[src/rtl/fifo_read_stream_adapter_pkg.sv]
// Shared definitions for the read side of the asynchronous FIFO:
// default widths, memory read latency and a pointer-width helper.
package fifo_read_stream_adapter_pkg;

   localparam int DEFAULT_DATA_WIDTH = 8;
   localparam int FIFO_RD_LATENCY    = 2;

   function automatic int clog2(input int value);
      int r;
      r = 0;
      while ((1 << r) < value) r++;
      return r;
   endfunction

endpackage

[src/rtl/fifo_stream_buffer.sv]
// Small circular buffer that turns pushed words into a valid/ready stream.
// Pointers carry an extra wrap bit so level is a plain modular subtraction.
module fifo_stream_buffer
   import fifo_read_stream_adapter_pkg::*;
#(
   parameter int DATA_WIDTH = DEFAULT_DATA_WIDTH,
   parameter int BUF_DEPTH  = 4,
   localparam int PTR_W     = clog2(BUF_DEPTH) + 1
) (
   input  logic                  r_clk,
   input  logic                  rrst_n,
   input  logic                  push,
   input  logic [DATA_WIDTH-1:0] wr_data,
   input  logic                  m_ready,
   output logic [DATA_WIDTH-1:0] m_data,
   output logic                  m_valid,
   output logic [PTR_W-1:0]      level
);

   localparam int AW = PTR_W - 1;

   logic [DATA_WIDTH-1:0] mem [BUF_DEPTH];
   logic [PTR_W-1:0]      wr_ptr;
   logic [PTR_W-1:0]      rd_ptr;
   logic                  pop;

   assign pop = m_valid & m_ready;

   // NOTE: non-blocking assignments keep every flop sampling pre-edge values.
   always_ff @(posedge r_clk) begin
      if (!rrst_n) begin
         wr_ptr <= '0;
         rd_ptr <= '0;
      end else begin
         if (push) wr_ptr <= wr_ptr + PTR_W'(1);
         if (pop)  rd_ptr <= rd_ptr + PTR_W'(1);
      end
   end

   // NOTE: storage is not reset; the pointers alone decide which entries are live.
   always_ff @(posedge r_clk) begin
      if (push) mem[wr_ptr[AW-1:0]] <= wr_data;
   end

   assign level   = wr_ptr - rd_ptr;
   assign m_valid = (level != '0);
   // Zero while empty so stale storage never shows on the stream after reset.
   assign m_data  = m_valid ? mem[rd_ptr[AW-1:0]] : '0;

endmodule

[src/rtl/fifo_read_stream_adapter.sv]
// Read-end consumer of the async FIFO: issues credit-limited reads, tracks
// them through a latency pipe and lands the data in a local stream buffer.
module fifo_read_stream_adapter
   import fifo_read_stream_adapter_pkg::*;
#(
   parameter int DATA_WIDTH = DEFAULT_DATA_WIDTH,
   parameter int RD_LATENCY = FIFO_RD_LATENCY,
   parameter int BUF_DEPTH  = 4
) (
   input  logic                  r_clk,
   input  logic                  rrst_n,
   input  logic                  rd_enable,
   input  logic                  r_empty,
   output logic                  r_en,
   input  logic [DATA_WIDTH-1:0] r_data,
   output logic [DATA_WIDTH-1:0] m_data,
   output logic                  m_valid,
   input  logic                  m_ready,
   output logic                  idle
);

   localparam int PTR_W = clog2(BUF_DEPTH) + 1;

   logic [RD_LATENCY-1:0] pipe;
   logic [PTR_W-1:0]      inflight;
   logic [PTR_W-1:0]      level;
   logic [PTR_W:0]        committed;
   logic                  acc;
   logic                  push;

   // NOTE: assign a default before the loop so no path leaves inflight unassigned.
   always_comb begin
      inflight = '0;
      for (int i = 0; i < RD_LATENCY; i++) inflight = inflight + PTR_W'(pipe[i]);
   end

   // Credit uses registered level only; a same-cycle pop frees space next cycle.
   assign committed = {1'b0, level} + {1'b0, inflight};
   assign r_en      = rrst_n & rd_enable & ~r_empty & (committed < (PTR_W+1)'(BUF_DEPTH));
   assign acc       = r_en & ~r_empty;

   always_ff @(posedge r_clk) begin
      if (!rrst_n) begin
         pipe <= '0;
      end else begin
         pipe[0] <= acc;
         for (int i = 1; i < RD_LATENCY; i++) pipe[i] <= pipe[i-1];
      end
   end

   assign push = pipe[RD_LATENCY-1];
   assign idle = (inflight == '0) & ~m_valid;

   fifo_stream_buffer #(
      .DATA_WIDTH (DATA_WIDTH),
      .BUF_DEPTH  (BUF_DEPTH)
   ) u_buf (
      .r_clk   (r_clk),
      .rrst_n  (rrst_n),
      .push    (push),
      .wr_data (r_data),
      .m_ready (m_ready),
      .m_data  (m_data),
      .m_valid (m_valid),
      .level   (level)
   );

endmodule

[config.mk]
export PLATFORM = sky130hd
export DESIGN_NAME = fifo_read_stream_adapter
export DESIGN_NICKNAME = d
export VERILOG_FILES = /design/src/rtl/fifo_read_stream_adapter_pkg.sv /design/src/rtl/fifo_stream_buffer.sv /design/src/rtl/fifo_read_stream_adapter.sv
export SDC_FILE = /design/constraint.sdc
export NUM_CORES = 1
export LEC_CHECK = 0
export CAP_MARGIN = 15
export CORE_MARGIN = 4
export CORE_UTILIZATION = 54
export DETAILED_ROUTE_END_ITERATION = 10
export GPL_ROUTABILITY_DRIVEN = 0
export HOLD_SLACK_MARGIN = 0.12
export PLACE_DENSITY = 0.78
export RECOVER_POWER = 25
export SYNTH_ARGS = -nofsm -noshare
export SYNTH_HDL_FRONTEND = slang
export SYNTH_HIERARCHICAL = 1
export SYNTH_SLANG_ARGS = --single-unit
[constraint.sdc]
create_clock -name r_clk -period 3.2 [get_ports r_clk]
set_clock_uncertainty 0.1 [all_clocks]
set_input_delay 0.8 -clock r_clk [delete_from_list [all_inputs] [get_ports r_clk]]
set_output_delay 0.8 -clock r_clk [all_outputs]
set_load 0.005 [all_outputs]
Word-level counts from Yosys, hierarchy flattened

Memory sizes are Yosys's and may differ from the RTL's. A register that Yosys moved wholly into a read port is not among the register bits.
Index checks and enable logic that the tools add are counted.

Register bits after elaboration: 8
Memory bits (writable): 32
Input port bits: 13
Output and inout bits: 11
Logic and storage cells: 25
Memories: 1

Memories:

| memory    | depth | bits a word | read ports | clocked after Yosys merged registers in | wr ports | RTL line                 | RTL |
|---|---|---|---|---|---|---|---|
| u_buf.mem | 4     | 8           | 1          | 1                                       | 1        | fifo_stream_buffer.sv:22 | `logic [DATA_WIDTH-1:0] mem [BUF_DEPTH];` |

Add/subtract/negate cells: 5
$lt $le $gt $ge: 1
Multiplexer cells: 5
Bitwise operators: 8
Reductions and logical operators: 2

Operators by type and width:

| kind                                                                          | count |
|---|---|
| 8-bit 2-to-1 mux                                                              | 1 |
| 3-bit by 1-bit adder with 3-bit output (second input constant)                | 2 |
| 1-bit bitwise AND                                                             | 6 |
| 3-bit by 2-bit adder with 4-bit output                                        | 1 |
| 4-bit by 3-bit less-than comparator with 1-bit output (second input constant) | 1 |
| 2-bit 2-to-1 mux                                                              | 2 |
| 3-bit logical NOT                                                             | 1 |
| 3-bit nonzero test                                                            | 1 |
| 3-bit subtractor                                                              | 1 |
| 1-bit by 1-bit adder with 2-bit output                                        | 1 |
| 1-bit 2-to-1 mux                                                              | 2 |
| 1-bit NOT                                                                     | 2 |

Depth between registers and ports, before layout

Gate-level depths: netlist (run 1).

Word-level depth: 5
Mapped depth: 8
Depth with buffers taken out: 7

Hierarchy

The synthesis (run 1) kept the hierarchy.

Modules (own cells, without submodules):

| module                   | instances | cells each | area an instance (sq um) | seq. area each (sq um) |
|---|---|---|---|---|
| fifo_stream_buffer       | 1         | 98         | 1764.2                   | 1121.1 |
| fifo_read_stream_adapter | 1         | 13         | 130.1                    | 40.0 |

Worst setup path after synthesis (run 1)

No wires, ideal clock.

Path kind: reg2out
Start: register u_buf.wr_ptr[0]
End: output idle
Data arrival time: 1807 ps
Required time: 2300 ps
Setup slack: 493 ps
Stages on the path, launching flop included: 9
Buffers on the path: 1
Cells stage by stage: dfxtp_1 inv_1 ha_1 fa_1 and2_2 and2_4 buf_12 inv_1 nor2b_1

Word-level cells in the longest chain between the ends: 4

Ends and longest elaborated chain:

| element                | RTL line                       | RTL |
|---|---|---|
| from (decl)            | fifo_stream_buffer.sv:23       | `logic [PTR_W-1:0] wr_ptr;` |
| from (signal assigned) | fifo_stream_buffer.sv:35       | `if (push) wr_ptr <= wr_ptr + PTR_W'(1);` |
| 3-bit subtractor       | fifo_stream_buffer.sv:45       | `assign level = wr_ptr - rd_ptr;` |
| 3-bit nonzero test     | fifo_stream_buffer.sv:46       | `assign m_valid = (level != '0);` |
| net m_valid            | fifo_read_stream_adapter.sv:17 | `output logic m_valid,` |
| 1-bit NOT              | fifo_read_stream_adapter.sv:52 | `assign idle = (inflight == '0) & ~m_valid;` |
| 1-bit bitwise AND      | fifo_read_stream_adapter.sv:52 |  |
| to (decl)              | fifo_read_stream_adapter.sv:19 | `output logic idle` |

The timed path passes the listed nets, and every way through them passes these cells.

Worst setup path in the final report (run 1)

Start: register u_buf.wr_ptr[0]
End: output r_en

Word-level cells in the longest chain between the ends: 4

Ends and longest elaborated chain:

| element                                               | RTL line                       | RTL |
|---|---|---|
| 3-bit subtractor                                      | fifo_stream_buffer.sv:45       |  |
| net level[1]                                          | fifo_read_stream_adapter.sv:26 | `logic [PTR_W-1:0] level;` |
| 3-bit by 2-bit adder with 4-bit output                | fifo_read_stream_adapter.sv:38 | `assign committed = {1'b0, level} + {1'b0, inflight};` |
| 4-bit by 3-bit less-than comparator with 1-bit output | fifo_read_stream_adapter.sv:39 | `assign r_en = rrst_n & rd_enable & ~r_empty & (committed < (PTR_W+1)'(BUF_DEPTH));` |
| 1-bit bitwise AND                                     | fifo_read_stream_adapter.sv:39 |  |
| to (decl)                                             | fifo_read_stream_adapter.sv:14 | `output logic r_en,` |

The timed path passes the listed nets, and every way through them passes these cells.

==> summary.txt, run 1 <==
Status
  • Status: finished clean

Clocking
  • Root Buffer Master: clkbuf_4
  • Skew-Pair Late Insertion Delay: approximately 0.34 ns
  • H-tree levels: 2
  • CTS tree: yes
  • Clock buffer depth: 2
  • Clk sinks: 42
  • CTS buffer count: 5
  • Hold Buf Count CTS: 0
  • Clk slew on worst S/H paths: around 0.11 ns

Global route
  • Vias in the first global route: about 1100
  • First-pass GRT wire length: 4910 µm
  • Global route overflow: 0
  • Initial antenna violation count: 0
  • Largest net degree at the start of global routing: 14
  • Total GRT Usage: between 10% and 20%

Pwr
  • Net Switching: 471 µW
  • Leak Pwr: slightly below 0.0009 µW
  • Pwr/cell area: roughly 700 mW/mm²
  • Part of the power in registers: just under 40%
  • Switch share: between 20 and 30%
  • Int Pwr: between 1000 and 1500 µW
  • Gate power share: a little over two fifths
  • Highest ir drop seen on vdd: approximately 0.00037 V
  • Clock power frac: approximately 18%

Drt
  • DRC: 0
  • WL final: a little over 3000 µm
  • Via Count: slightly below 1000
  • DR vias/cell: 5.01
  • Initial DRT Pass Iterations: 4
  • Antenna viol nets, final: 0
  • Wire length per cell: 15.9 µm
  • Initial DRC Count: 50

Yosys
  • Post-synth EDFFs: 32
  • Register area share after synthesis: 61.3%
  • Cell count after synthesis: approximately 110
  • Yosys warnings: 6
  • Post-Synthesis Cell Area: 0.00189 mm²
  • Number of distinct library cells after synthesis: 25
  • Top_reg_cell synth: edfxtp_1
  • Mapped Nets: roughly 130
  • Syn_area_per_cell: approximately 17 µm²
  • FFs w/ async S/R, synth: 0%
  • #FFs+latches synth: between 40 and 50

Cells and area
  • Cell Count, Final, Fillers Out: approximately 200
  • Final instance area: ~0.0023 mm²
  • Nets@finish: between 150 and 200
  • Area grow syn2layout: 19.9%
  • Layout cells sized above 1: 34.2%
  • Ant. Diodes: 0

Setup path
  • Crit. End Element: primary output
  • Maximum fanout along the worst path: 2
  • CP Data Required Time: about 2.3 ns
  • WS Path Type: reg2out
  • WP data arrival: 2.23 ns
  • Worst setup SP type: register

Floorplan
  • Die width: approximately 67 µm
  • Die Ht: 67.2 µm
  • Die area: 0.00452 mm²
  • Total core area: roughly 0.0034 mm²
  • Std cell rows: 21
  • Starting Density: approximately 56%
  • I/O pins: 24

STA
  • Endpoints failing hold: 0
  • RSZ-0062 raised after global routing: yes
  • Final min period: roughly 3.1 ns
  • Worst Tran Pin Value: between 0.4 and 0.5 ns
  • Final Setup Violations: 0
  • Worst hold slack: 0.407 ns
  • Final Slew Violations: 0
  • Fin crit share: a little over nine tenths
  • Achievable frequency: between 0.3 and 0.4 GHz
  • Slew headroom: between 60% and 70%

Placed design
  • Buffers on Ports: 23
  • Dpl cells: between 150 and 200
  • DP Wirelength: 2350 µm
  • Placed cell areas: ~0.0022 mm²

Hold path
  • Hold WC Path Type: reg2reg

Job
  • Max cap viols: 0
-- routing by layer --
metal | GRT usage, % | share of wire, %
met5 | 0 | 0
met3 | 5.49 | 4.6
met1 | 16.6 | 40
met4 | 10.1 | 1.8
met2 | 27.5 | 54
-- power by group through the flow --
stage                     combinational (µW)  clock, µW  sequential, µW
final                                    674        293             630
after global routing                     730        330             633
after CTS                                680        307             631
after detailed placement                 703          0             644
after global placement                   688          0             641
after floorplan                          455          0             630
-- path summary, 6_finish.rpt --
kind,slack (ns),from,endpoint,cells past startpoint
worst max-delay path,0.07,u_buf/wr_ptr[0]$_SDFFE_PN0P_,r_en,8
worst min-delay path,0.41,u_buf/rd_ptr[2]$_SDFFE_PN0P_,u_buf/rd_ptr[2]$_SDFFE_PN0P_,2
worst max register to register,1.18,u_buf/wr_ptr[0]$_SDFFE_PN0P_,u_buf/rd_ptr[1]$_SDFFE_PN0P_,8
worst min register to register,0.41,u_buf/rd_ptr[2]$_SDFFE_PN0P_,u_buf/rd_ptr[2]$_SDFFE_PN0P_,2
-- layout make-up --
class,instances,area (µm²)
Tap cell,46,57.6
Sequential cell,42,1160
Clock inverter,1,7.51
Clock buffer,7,66.3
Multi-Input combinational cell,58,681
Inverter,8,30.0
Fill cell,254,1090
Timing Repair Buffer,33,267
-- state kept, by name, indices dropped and copies added, names as in the netlist, named ones only --
register / count
u_buf/mem: 32
u_buf/rd_ptr: 3
u_buf/wr_ptr: 3
pipe: 2
-- Yosys cell counts, types with 2 or more instances --
library cell / n / area [µm²]
edfxtp_1: 32 / 961
and2_1: 6 / 37.5
nand2b_1: 2 / 12.5
ha_1: 9 / 113
nand2_1: 5 / 18.8
nor2b_1: 3 / 18.8
mux2i_1: 5 / 50.1
inv_1: 8 / 30.0
mux4_2: 8 / 180
and3_1: 2 / 12.5
nor2b_4: 8 / 110
dfxtp_1: 10 / 200
-- kinds of logic (layout without fill, tap and decap cells) --
family	count (synthesis)	in the layout	synth area share, %
flops	42	42	61.3
simple gates	30	30	13.0
mux	13	13	12.2
buf+inv	11	49	3.10
fa+ha+maj	10	10	7.00
xor+xnor	3	3	2.18
compound gates	2	2	1.25
-- placed cells by master (no fill, tap or decap), types with 2 or more instances in the layout --
master,n
dfxtp_2,2
dlygate4sd3_1,6
clkbuf_2,8
dfxtp_1,8
and2_4,2
nand2_1,5
clkdlybuf4s50_1,6
edfxtp_1,32
nand2b_1,2
and2_1,6
clkbuf_4,5
ha_1,8
nor2b_1,3
mux2i_1,5
and3_1,2
mux4_2,8
nor2b_4,8
inv_1,8
buf_4,9
-- worst max-delay path, cell delays in order (launching register included) --
cell,delay [ns]
dfxtp_2,0.34
inv_1,0.05
ha_1,0.21
fa_2,0.54
inv_1,0.05
ha_2,0.18
nor4b_2,0.22
and3_1,0.19
buf_2,0.11
-- stage by stage --
step	TNS [ns]	total power (µW)	util [%]	setup WS [ns]
3_5_place_dp	0	1350	65.6	0.0346
6_report	0	1600	67.6	0.0742
3_3_place_gp	0	1330	65.6	0.121
5_1_grt	-0.0385	1690	67.6	-0.0385
2_1_floorplan	0	1090	-	0.493
4_1_cts	-0.0901	1620	68.1	-0.0901
-- what timing repair did --
item,4_1_cts,5_1_grt
buffers inserted,2,1
gates resized for setup,16,22
pin swaps,3,2
endpoints found under the setup margin,11,9
(Power assumes the default switching activity.)
==> run 2: changes to the inputs <==
--- a/config.mk
+++ b/config.mk
@@ -5,6 +5,7 @@
 export SDC_FILE = /design/constraint.sdc
 export NUM_CORES = 1
 export LEC_CHECK = 0
+export ABC_CLOCK_PERIOD_IN_PS = 3200
 export CAP_MARGIN = 15
 export CORE_MARGIN = 4
 export CORE_UTILIZATION = 54
==> results of run 2 <==
Final layout, timing and power as in run 1 (identical DEF).
==> run 3: changes to the inputs <==
--- a/config.mk
+++ b/config.mk
@@ -10,7 +10,6 @@
 export CORE_MARGIN = 4
 export CORE_UTILIZATION = 54
 export DETAILED_ROUTE_END_ITERATION = 10
-export GPL_ROUTABILITY_DRIVEN = 0
 export HOLD_SLACK_MARGIN = 0.12
 export PLACE_DENSITY = 0.78
 export RECOVER_POWER = 25
==> results of run 3 <==
Final layout, timing and power as in run 1 (identical DEF).
